## src/rtl/dformat_decode_queue.sv

```systemverilog
// D-format instruction decoder feeding a DEPTH-entry queue of decoded entries, with saturating statistics.
// Define DFORMAT_FP_EN to decode the floating-point load/store opcodes 48-55.
module dformat_decode_queue #(
  parameter int unsigned DEPTH            = 4,
  parameter int unsigned CNT_WIDTH        = 16,
  parameter int unsigned instructionWidth = 32
) (
  input  logic                        clock_i,
  input  logic                        reset_i,
  input  logic                        flush_i,
  input  logic                        valid_i,
  output logic                        ready_o,
  input  logic [instructionWidth-1:0] instruction_i,
  output logic                        valid_o,
  input  logic                        ready_i,
  output logic [5:0]                  opcode_o,
  output logic [4:0]                  reg1_o,
  output logic [4:0]                  reg2_o,
  output logic [1:0]                  reg1Use_o,
  output logic [1:0]                  reg2Use_o,
  output logic                        reg2ValOrZero_o,
  output logic [15:0]                 imm_o,
  output logic                        immFormat_o,
  output logic [1:0]                  shiftImmUpBytes_o,
  output logic [CNT_WIDTH-1:0]        decodedCount_o,
  output logic [CNT_WIDTH-1:0]        droppedCount_o,
  output logic                        stall_o
);

  localparam int unsigned PW  = $clog2(DEPTH);
  localparam int unsigned MSB = instructionWidth - 1;

`ifdef DFORMAT_FP_EN
  localparam bit FP_EN = 1'b1;
`else
  localparam bit FP_EN = 1'b0;
`endif

  typedef enum logic [1:0] {USE_IMM = 2'd0, USE_READ = 2'd1, USE_WRITE = 2'd2, USE_RW = 2'd3} use_e;

  typedef struct packed {
    logic       is_d;
    use_e       r1u;
    use_e       r2u;
    logic       zero;
    logic       fmt;
    logic [1:0] shift;
  } dec_t;

  typedef struct packed {
    logic [5:0]  opcode;
    logic [4:0]  reg1;
    logic [4:0]  reg2;
    use_e        r1u;
    use_e        r2u;
    logic        zero;
    logic [15:0] imm;
    logic        fmt;
    logic [1:0]  shift;
  } entry_t;

  function automatic dec_t mk(input use_e a, input use_e b, input logic z,
                              input logic f, input logic [1:0] s);
    dec_t d;
    d.is_d  = 1'b1;
    d.r1u   = a;
    d.r2u   = b;
    d.zero  = z;
    d.fmt   = f;
    d.shift = s;
    return d;
  endfunction

  logic [5:0]    op;
  dec_t          dec;
  entry_t        entry;
  entry_t        head;
  entry_t        mem [DEPTH];
  logic [PW-1:0] wr_ptr, rd_ptr;
  logic [PW:0]   count, count_nx;
  logic          ready_q;
  logic          push, enq, drop, pop;
  logic [CNT_WIDTH-1:0] dec_cnt, drop_cnt;

  assign op = instruction_i[MSB -: 6];

  always_comb begin
    dec      = mk(USE_IMM, USE_IMM, 1'b0, 1'b0, 2'd0);
    dec.is_d = 1'b0;
    case (op)
      6'd32, 6'd34, 6'd40, 6'd42, 6'd46: dec = mk(USE_WRITE, USE_READ, 1'b1, 1'b1, 2'd0);
      6'd33, 6'd35, 6'd41, 6'd43:        dec = mk(USE_WRITE, USE_RW,   1'b0, 1'b1, 2'd0);
      6'd36, 6'd38, 6'd44, 6'd47:        dec = mk(USE_READ,  USE_READ, 1'b1, 1'b1, 2'd0);
      6'd37, 6'd39, 6'd45:               dec = mk(USE_READ,  USE_RW,   1'b0, 1'b1, 2'd0);
      6'd48, 6'd50: if (FP_EN) dec = mk(USE_WRITE, USE_READ, 1'b1, 1'b1, 2'd0);
      6'd49, 6'd51: if (FP_EN) dec = mk(USE_WRITE, USE_RW,   1'b0, 1'b1, 2'd0);
      6'd52, 6'd54: if (FP_EN) dec = mk(USE_READ,  USE_READ, 1'b1, 1'b1, 2'd0);
      6'd53, 6'd55: if (FP_EN) dec = mk(USE_READ,  USE_RW,   1'b0, 1'b1, 2'd0);
      6'd14:                             dec = mk(USE_WRITE, USE_READ, 1'b1, 1'b1, 2'd0);
      6'd15:                             dec = mk(USE_WRITE, USE_READ, 1'b1, 1'b1, 2'd2);
      6'd7, 6'd8, 6'd12, 6'd13:          dec = mk(USE_WRITE, USE_READ, 1'b0, 1'b1, 2'd0);
      6'd2, 6'd3, 6'd11:                 dec = mk(USE_IMM,   USE_READ, 1'b0, 1'b1, 2'd0);
      6'd10:                             dec = mk(USE_IMM,   USE_READ, 1'b0, 1'b0, 2'd0);
      6'd24, 6'd26, 6'd28:               dec = mk(USE_READ,  USE_WRITE, 1'b0, 1'b0, 2'd0);
      6'd25, 6'd27, 6'd29:               dec = mk(USE_READ,  USE_WRITE, 1'b0, 1'b0, 2'd2);
      default: ;
    endcase
  end

  always_comb begin
    entry.opcode = op;
    entry.reg1   = instruction_i[MSB-6 -: 5];
    entry.reg2   = instruction_i[MSB-11 -: 5];
    entry.r1u    = dec.r1u;
    entry.r2u    = dec.r2u;
    entry.zero   = dec.zero;
    entry.imm    = instruction_i[MSB-16 -: 16];
    entry.fmt    = dec.fmt;
    entry.shift  = dec.shift;
  end

  // Flush rejects the handshake outright, so a flushed push is neither queued nor counted.
  assign push    = valid_i & ready_q & ~flush_i;
  assign enq     = push & dec.is_d;
  assign drop    = push & ~dec.is_d;
  assign valid_o = (count != '0);
  assign pop     = valid_o & ready_i & ~flush_i;

  always_comb begin
    count_nx = count;
    case ({enq, pop})
      2'b10:   count_nx = count + (PW+1)'(1);
      2'b01:   count_nx = count - (PW+1)'(1);
      default: count_nx = count;
    endcase
  end

  always_ff @(posedge clock_i) begin
    if (enq) mem[wr_ptr] <= entry;
  end

  always_ff @(posedge clock_i) begin
    if (reset_i) begin
      count    <= '0;
      wr_ptr   <= '0;
      rd_ptr   <= '0;
      ready_q  <= 1'b1;
      dec_cnt  <= '0;
      drop_cnt <= '0;
    end else if (flush_i) begin
      count   <= '0;
      wr_ptr  <= '0;
      rd_ptr  <= '0;
      ready_q <= 1'b1;
    end else begin
      if (enq) wr_ptr <= wr_ptr + PW'(1);
      if (pop) rd_ptr <= rd_ptr + PW'(1);
      count <= count_nx;
      // DEPTH is a power of two: occupancy < DEPTH exactly when the top bit is clear.
      ready_q <= ~count_nx[PW];
      if (enq  && dec_cnt  != '1) dec_cnt  <= dec_cnt  + CNT_WIDTH'(1);
      if (drop && drop_cnt != '1) drop_cnt <= drop_cnt + CNT_WIDTH'(1);
    end
  end

  always_comb begin
    head = '0;
    if (valid_o) head = mem[rd_ptr];
  end

  assign opcode_o          = head.opcode;
  assign reg1_o            = head.reg1;
  assign reg2_o            = head.reg2;
  assign reg1Use_o         = head.r1u;
  assign reg2Use_o         = head.r2u;
  assign reg2ValOrZero_o   = head.zero;
  assign imm_o             = head.imm;
  assign immFormat_o       = head.fmt;
  assign shiftImmUpBytes_o = head.shift;
  assign ready_o           = ready_q;
  assign stall_o           = ~ready_q;
  assign decodedCount_o    = dec_cnt;
  assign droppedCount_o    = drop_cnt;

endmodule

```

## config.mk

```make
export PLATFORM = sky130hd
export DESIGN_NAME = dformat_decode_queue
export DESIGN_NICKNAME = d
export VERILOG_FILES = /design/src/rtl/dformat_decode_queue.sv
export SDC_FILE = /design/constraint.sdc
export NUM_CORES = 1
export LEC_CHECK = 0
export ABC_AREA = 1
export ABC_CLOCK_PERIOD_IN_PS = 5050
export CORE_MARGIN = 4
export CORE_UTILIZATION = 36
export DETAILED_ROUTE_END_ITERATION = 8
export PLACE_DENSITY = 0.67
export SLEW_MARGIN = 20
export SYNTH_ARGS = -nofsm -noshare
export SYNTH_HDL_FRONTEND = slang
export SYNTH_SLANG_ARGS = --single-unit
```

## constraint.sdc

```tcl
create_clock -name clock_i -period 5.05 [get_ports clock_i]
set_input_delay 1.01 -clock clock_i [delete_from_list [all_inputs] [get_ports clock_i]]
set_output_delay 1.01 -clock clock_i [all_outputs]
set_load 0.01 [all_outputs]
```

==> metrics, run 1 <==
min Tclk post-route=4.318 ns; first-pass GRT wire length=31930 um; wire per inst=15.43 um; ys async rst share=0; Post-CTS Setup Bufs=0; Mapped Cells=851; die width=162.4 um; Final Cycle Share=0.8550; Total Routing Usage GR=0.1515; Area Overhead vs Synth=23.56%; drt pass-1 iters=5; worst r2r path cells=9; PwrDens=302.1 nW/um^2; ys flop type=edfxtp_1; EDFF count, synth=156; Root Buffer=clkbuf_16; Post-Route WL=19830 um; slew margin rel.=0.3954; flop2flop setup slack=2.43 ns; post-cts hold buffer count=0; Avg Inst Size Synth=10.08 um^2; Hold/Removal Path Class=flip-flop to flip-flop; LEAKAGE=3.639 nW; setup violators final=0; DR vias=6205; required time worst endpoint=4.04 ns; global route overflow=0; placer congestion estimate=0.8075; post-route setup TNS=0 ns; WS Path Type=flip-flop to primary output; Die Span Y=162.4 um; TritonCTS clock tree=built; IO Count=112; dpl cells=1253; Yosys top cell area share=0.5459; CTS resizes=0; die area=26370 um^2; status=completed; drt initial violations=566; share of cells above drive strength 1=0.06625; Yosys reg bits=198; Vias/cell=4.829; clk_lat worst skew=0.43 ns; CTS H-tree lvls=4; Unique masters post-synth=35; WP data arrival=3.31 ns; critical path capture point=reg2Use_o[1]; Critical Path Sink Type=primary output; Cell Area, Synth=8582 um^2; post-layout util=0.4518; Core Region=23470 um^2; nets=998; most common cell after layout, fill and taps aside=nor2_1; Post-route DRC=0; max cap viols=0; Final Hold Fails=0; largest net degree at the start of global routing=79; Starting Density=0.3656; # diodes=0; Final Non-Filler Cells=1285; clock sink total=198; initial antenna violation count=1; critical path launch point type=flip-flop; slew at the pin closest to its max-slew limit=0.9059 ns; Clock transition at path regs=0.07 ns; reg2reg start=ready_o; deepest clock path buffer count=2; dominant cells by area after synthesis=edfxtp_1 (55%), dfxtp_1 (9.8%), nor2_1 (8.9%); Final ANT Viol Nets=0; biggest area consumer among synthesized cells=edfxtp_1; clock buffer count from CTS=17; vias in the first global route=5969; Max Clk Rate=231.6 MHz; most frequent cells in the layout=nor2_1 (199), edfxtp_1 (156), clkdlybuf4s50_1 (110), nand2_1 (105), o21ai_0 (86); hpwl dp=13100 um; RSZ-0062 raised after global routing=no; Worst IR Drop VDD=207.3 uV; port bufs=110; sequential area share after synthesis=0.6438; Layout Skew=0.01177 ns; row cnt=56; Syn Nets=896; fin. max-slew vios=0; worst-path maximum fanout=78; Synth Warn #=0; reg2reg end=ready_o
-- per-stage QoR --
stage | power [mW] | cell area (um^2) | setup WS, ns | hold WS [ns]
2_1_floorplan | 1.896 | 8582 | 1.174 | 0.4356
3_3_place_gp | 1.979 | 10050 | 0.9730 | 0.4426
3_5_place_dp | 1.982 | 10050 | 0.8953 | 0.4507
4_1_cts | 3.233 | 10600 | 0.6816 | 0.4640
5_1_grt | 3.320 | 10600 | 0.4041 | 0.5130
6_report | 3.204 | 10600 | 0.7320 | 0.4589
-- per-layer routing --
| metal | vias to the layer above | share of wire | GRT usage |
|---|---|---|---|
| li1 | 3106 | - | - |
| met5 | - | 0.00066 | 0 |
| met4 | 2 | 0.0095 | 0.03191 |
| met3 | 12 | 0.063 | 0.04277 |
| met1 | 2902 | 0.43 | 0.1936 |
| met2 | 183 | 0.50 | 0.2586 |
-- synthesized netlist by cell type, types with 2 or more instances --
library cell / n
clkbuf_1: 27
nand3b_2: 2
nand3_2: 2
dfxtp_1: 42
o21ai_0: 86
buf_2: 3
nor2_1: 203
inv_2: 3
xor2_1: 16
edfxtp_1: 156
ha_1: 7
xnor2_1: 10
a21oi_1: 74
nor2_2: 3
nor3_1: 5
buf_1: 6
nand3_1: 21
nand2_1: 105
buf_6: 2
inv_1: 45
nand4_1: 19
-- state kept, by name, summed over array words and instances (netlist names), named ones only --
name and count:
ready_o 1, mem 156, droppedCount_o 16, decodedCount_o 16, rd_ptr 2, count 2
wr_ptr 2
-- cell families (layout without fill, tap and decap cells) --
group | after synthesis | count (layout) | share of synthesized area
AND/OR/NAND/NOR | 369 | 369 | 0.1808
other | 1 | 1 | 0.0004370
buffers and inverters | 87 | 202 | 0.04068
XOR/XNOR | 26 | 26 | 0.02653
AO/OA/AOI/OAI | 161 | 161 | 0.09404
flip-flops | 198 | 198 | 0.6438
adder cells (fa/ha/maj) | 8 | 8 | 0.01254
multiplexers | 1 | 1 | 0.001166
-- layout make-up --
type                       instances  area (um^2)
clock buffer                      17        425.4
clock inverter                    15        123.9
fill                            2194        12870
inverter                          48        181.4
multi-input combinational        566         2743
sequential                       198         5528
tap                              319        399.1
timing repair buffer             122         1204
-- power breakdown --
group | switching, mW | internal (mW) | total [mW]
Clock | 0.618 | 0.643 | 1.26
Sequential | 0.00705 | 1.78 | 1.78
Combinational | 0.0987 | 0.0612 | 0.160
Total | 0.723 | 2.48 | 3.20
-- how the worst min path moves through the flow --
stage | from | end | cells past startpoint
floorplan | rd_ptr[1] | flip-flop | 2
global placement | rd_ptr[1] | flip-flop | 2
detailed placement | rd_ptr[1] | flip-flop | 2
CTS | rd_ptr[1] | flip-flop | 2
global route | rd_ptr[1] | flip-flop | 2
finish | rd_ptr[1] | flip-flop | 2
-- critical path, cell delays in order (launching register included) --
cell             delay [ns]
dfxtp_2                0.76
clkinv_2               0.91
o21ai_0                0.48
a21oi_1                0.18
clkdlybuf4s50_1        0.52
No activity file was read; power rests on OpenSTA's default activity.
==> inputs of run 2 (changes only) <==
- CAP_MARGIN: not set -> 20
- CORE_MARGIN: 4 -> not set
- SLEW_MARGIN: 20 -> not set
==> run 2 against run 1 <==
  * Worst setup slack improved by 0.63 ns
  * Sequential share of layout area decreased by 0.24 points
  * Clock power increased by 3%
  * Critical path type is now input pin to flip-flop
  * Largest cell class unchanged
==> metrics, run 2 (synthesized netlist as in run 1, its figures left out) <==
status=completed; Vias/cell=4.855 (+0.55%); max FFs per register=156 (unchanged); Final Cycle Share=0.7309 (-0.1241); row cnt=56 (unchanged); Root Buffer=clkbuf_16; port bufs=110 (unchanged); delay-heaviest family, CP=simple AND/OR/NAND/NOR gates; deepest clock path buffer count=2 (unchanged); CTS H-tree lvls=4 (unchanged); nets=997 (-0.10%); TritonCTS clock tree=built; Clock transition at path regs=0.07 ns (about the same); min Tclk post-route=3.691 ns (-0.6269 ns); DR vias=6234 (+0.47%); PwrDens=304.6 nW/um^2 (+0.82%); Tot Pwr=3.245 mW (+1.3%); first-pass GRT wire length=30850 um (-3.4%); wire per inst=14.74 um (-4.5%); Top Layer Used=met4; CP cell instances=clkdlybuf4s50_1 > inv_1 > nor2_1 > nand4_1 > nand2_1 > inv_1 > nand3_4 > nand2_1 > ha_1 > fa_1 > xnor2_1 > mux2i_1 > nor2_1 > inv_1; placer congestion estimate=0.8013 (-0.77%); LEAKAGE=3.658 nW (+0.53%); Crit path largest cell delay=0.64 ns (-0.27 ns); Final ANT Viol Nets=0 (unchanged); most common cell after layout, fill and taps aside=nor2_1; Final Hold Fails=0 (unchanged); worst-path maximum fanout=18 (-77%); post-cts hold buffer count=0 (unchanged); Die Span Y=156.4 um (-3.7%); Post-CTS Setup Bufs=0 (unchanged); die width=156.4 um (-3.7%); Layout Skew=0.006738 ns (-0.005029 ns); Core Region=23400 um^2 (-0.30%); most frequent cells in the layout=nor2_1 (199), edfxtp_1 (156), clkdlybuf4s50_1 (110), nand2_1 (105), o21ai_0 (86); slew at the pin closest to its max-slew limit=0.8278 ns (-0.07812 ns); Max Clk Rate=270.9 MHz (+17%); max cap viols=0 (unchanged); Post-route DRC=0 (unchanged); Starting Density=0.3667 (+0.001095); Area Overhead vs Synth=24.13%; share of cells above drive strength 1=0.06425 (-0.002004); vias in the first global route=5866 (-1.7%); critical path depth=14 (+10); clk_lat worst skew=0.42 ns (about the same); drt pass-1 iters=5 (unchanged); clock sink total=198 (unchanged); Metal-1 WL=8818 um (+3.3%); # diodes=0 (unchanged); die area=24460 um^2 (-7.3%); Critical Path Sink Type=flip-flop; slowest CP cell=clkdlybuf4s50_1; WS Path Type=input pin to flip-flop; RSZ-0062 raised after global routing=no; Post-Route WL=18930 um (-4.5%); Worst Path Buf+Inv=4 (+2); worst r2r path cells=11 (+2); setup violators final=0 (unchanged); largest net degree at the start of global routing=79 (unchanged); post-route setup TNS=0 ns (unchanged); initial antenna violation count=0 (-1); WP data arrival=4.01 ns (+0.70 ns); IO Count=112 (unchanged); required time worst endpoint=5.37 ns (+1.33 ns); Total Routing Usage GR=0.1630 (+0.01147); CTS resizes=0 (unchanged); critical path launch point type=input pin; Worst IR Drop VDD=204.7 uV (-1.3%); hold path cells=2 (unchanged); Hold/Removal Path Class=flip-flop to flip-flop; Top reg by flops=mem; slew margin rel.=0.4482 (+0.05278); global route overflow=0 (unchanged); cell mode on critical path=inv_1; metal3 WL=958 um (-23%); drt initial violations=472 (-17%); hpwl dp=12110 um (-7.6%); clock buffer count from CTS=17 (unchanged); fin. max-slew vios=0 (unchanged); detailed route wirelength on metal2=9006 um (-8.6%)
==> run 2: worst min-delay path: cells and delay by family, from the launching register on <==
kind	cells	cell delay, ns
compound gates	1	0.07
buf+inv	1	0.05
flops	1	0.30
==> run 2: per-stage QoR <==
stage               area (um^2)  utilization  hold WS (ns)  std cells  setup slack, ns
floorplan                  8582            -        0.4356        851            1.174
global placement          10060       0.4300        0.4483       1251            1.032
detailed placement        10060       0.4300        0.4525       1251           0.9083
CTS                       10630       0.4543        0.4651       1283            1.207
global route              10650       0.4552        0.4914       1284            1.072
finish                    10650       0.4552        0.4622       1284            1.359
==> run 2: layout make-up <==
class / count / area (um^2)
Fill cell: 2204 / 12750
Sequential cell: 198 / 5528
Multi-Input combinational cell: 566 / 2743
Timing Repair Buffer: 121 / 1234
Clock buffer: 19 / 432.9
Tap cell: 319 / 399.1
Inverter: 48 / 180.2
Clock inverter: 13 / 136.4
==> run 2: path summary, 6_finish.rpt <==
| check | from | slack [ns] | endpoint |
|---|---|---|---|
| worst max-delay path | instruction_i[27] | 1.36 | ready_o |
| worst min-delay path | rd_ptr[1] | 0.46 | flip-flop |
| worst max register to register | flip-flop | 2.46 | ready_o |
| worst min register to register | rd_ptr[1] | 0.46 | flip-flop |
==> run 2: routing by layer <==
layer	GRT usage	up-vias
met1	0.2250	2938
met5	0	-
met2	0.2638	181
li1	-	3103
met3	0.02852	12
met4	0.04388	0
==> run 2: power by group <==
group | internal, mW | switching [mW] | total, mW | leakage [nW]
clock | 0.698 | 0.605 | 1.30 | 0.276
combinational | 0.0610 | 0.0974 | 0.158 | 1.63
sequential | 1.78 | 0.00695 | 1.78 | 1.75
==> inputs of run 3 (changes only) <==
- ABC_CLOCK_PERIOD_IN_PS: 5050 -> 3650
- clock period: 5.05 -> 3.65 ns (I/O delays scaled with it)
==> run 3 against run 2 <==
  * Sequential cell count is the same
  * Critical path type is now flip-flop to primary output
  * Global-route usage down 0.12 points
  * Combinational power is 41% higher
  * Core utilization rose by 0.13 points
  * First-iteration DRC count shrank 28%
  * Critical endpoint is now reg2ValOrZero_o
  * Sequential share of layout area down 0.15 points
  * Largest cell class unchanged
  * Die area stayed put
  * Clock power is 35% higher
  * Via count hardly changed
  * Sequential power up 39%
==> metrics, run 3 (synthesized netlist as in run 1, its figures left out) <==
slowest CP cell=dfxtp_2; drt pass-1 iters=4 (-1); WP data arrival=2.61 ns (-1.40 ns); Worst IR Drop VDD=296.6 uV (+45%); post-cts hold buffer count=0 (unchanged); max FFs per register=156 (unchanged); Post-Route WL=19220 um (+1.5%); min Tclk post-route=3.342 ns; critical path launch point type=flip-flop; Die Span Y=156.4 um (unchanged); placer congestion estimate=0.8289 (+3.4%); die area=24460 um^2 (unchanged); Post-CTS Setup Bufs=0 (unchanged); pre-CTS setup slack=0.3766 ns (-0.5317 ns); deepest clock path buffer count=2 (unchanged); Vias/cell=4.839 (-0.32%); reg2reg end=decodedCount_o[4]; CTS H-tree lvls=4 (unchanged); Post-route DRC=0 (unchanged); drt initial violations=341 (-28%); # diodes=0 (unchanged); Total Routing Usage GR=0.1618 (-0.001171); share of cells above drive strength 1=0.07010 (+0.005854); row cnt=56 (unchanged); DR vias=6238 (+0.064%); nets=1003 (+0.60%); clock sink total=198 (unchanged); delay-heaviest family, CP=buffers and inverters; slew at the pin closest to its max-slew limit=0.6285 ns (-0.1992 ns); Core Region=23400 um^2 (unchanged); HP Start=rd_ptr[1]; post-route setup TNS=0 ns (unchanged); global route overflow=0 (unchanged); Min Hold Slack=0.4669 ns (+0.004764 ns); TritonCTS clock tree=built; flop2flop setup slack=1.42 ns (-1.04 ns); Starting Density=0.3667 (unchanged); status=completed; hpwl dp=12030 um (-0.62%); max cap viols=0 (unchanged); first-pass GRT wire length=30660 um (-0.63%); required time worst endpoint=2.92 ns (-2.45 ns); worst r2r path cells=9 (-2); clk_lat worst skew=0.43 ns (about the same); largest net degree at the start of global routing=61 (-23%); hold path cells=2 (unchanged); slew margin rel.=0.5805 (+0.1324); wire per inst=14.91 um (+1.1%); most frequent cells in the layout=nor2_1 (199), edfxtp_1 (156), clkdlybuf4s50_1 (110), nand2_1 (105), o21ai_0 (86); post-route cell area=10680 um^2 (+0.29%); fin. max-slew vios=0 (unchanged); clock buffer count from CTS=17 (unchanged); fillcell total=2215 (+0.50%); Worst Slack Setup Final=0.3081 ns (-1.051 ns); initial antenna violation count=0 (unchanged); Tot Pwr=4.442 mW (+37%); worst-path maximum fanout=27 (+9); IO Count=112 (unchanged); Clock transition at path regs=0.07 ns (about the same); LEAKAGE=3.682 nW (+0.65%); Worst Path Buf+Inv=2 (-2); Crit path largest cell delay=0.71 ns (+0.07 ns); Critical Path Sink Type=primary output; cell mode on critical path=nor2_1; Max Clk Rate=299.2 MHz; Layout Skew=0.01315 ns (+0.006410 ns); setup violators final=0 (unchanged); RSZ-0062 raised after global routing=no; post-place instance area=10140 um^2 (+0.77%); post-layout util=0.4565 (+0.001336); Final Cycle Share=0.9156; Area Overhead vs Synth=24.49%; reg2reg start=decodedCount_o[1]; WS Path Type=flip-flop to primary output; PwrDens=415.8 nW/um^2 (+36%); dpl cells=1258 (+0.56%); Final Non-Filler Cells=1289 (+0.39%); port bufs=110 (unchanged); CTS resizes=0 (unchanged); vias in the first global route=5974 (+1.8%); Final ANT Viol Nets=0 (unchanged); Root Buffer=clkbuf_16; most common cell after layout, fill and taps aside=nor2_1; Final Hold Fails=0 (unchanged); CP cell instances=buf_4 > nor2_1 > nor2_1 > o21ai_0 > a21oi_1 > clkdlybuf4s50_1; die width=156.4 um (unchanged); Hold/Removal Path Class=flip-flop to flip-flop; Top reg by flops=mem
-- run 3: changes by cell type in the layout (fill, tap and decap cells not counted) --
cell       change
clkinv_4       -1
clkinv_1       -1
clkinv_2       +1
bufinv_16      -1
inv_8          +1
buf_12         +1
buf_4          +5
-- run 3: how the worst max path moves through the flow --
| stage | endpoint | depth (start not counted) |
|---|---|---|
| 2_1_floorplan | mem[0][10] | 7 |
| 3_3_place_gp | ready_o | 14 |
| 3_5_place_dp | ready_o | 14 |
| 4_1_cts | reg2_o[3] | 6 |
| 5_1_grt | opcode_o[4] | 6 |
| 6_report | reg2ValOrZero_o | 6 |
-- run 3: metal layers --
layer	GRT usage	up-vias	wire (um)
met3	0.03517	10	939
met5	0	-	0
li1	-	3109	-
met1	0.2151	2980	8960
met4	0.04295	0	195
met2	0.2668	139	9122
-- run 3: report_power, final --
part | total, mW | switching [mW] | internal (mW)
Sequential | 2.47 | 0.0101 | 2.46
Clock | 1.75 | 0.853 | 0.898
Combinational | 0.223 | 0.135 | 0.0884
-- run 3: worst reg2reg max path: stages (launching register included) --
cell	delay, ns
dfxtp_1	0.41
ha_1	0.21
nand2_1	0.09
nor2_2	0.13
nand2_1	0.15
nor3_2	0.20
nand3b_2	0.33
nand3_2	0.40
nand2_1	0.09
a21oi_1	0.14
-- run 3: cell type report --
class | instances | area, um^2 | share of cell area
multi-input combinational | 566 | 2743 | 0.2567
timing repair buffer | 127 | 1291 | 0.1209
clock buffer | 19 | 432.9 | 0.04052
clock inverter | 12 | 110.1 | 0.01031
sequential | 198 | 5528 | 0.5174
tap | 319 | 399.1 | 0.03736
inverter | 48 | 180.2 | 0.01686
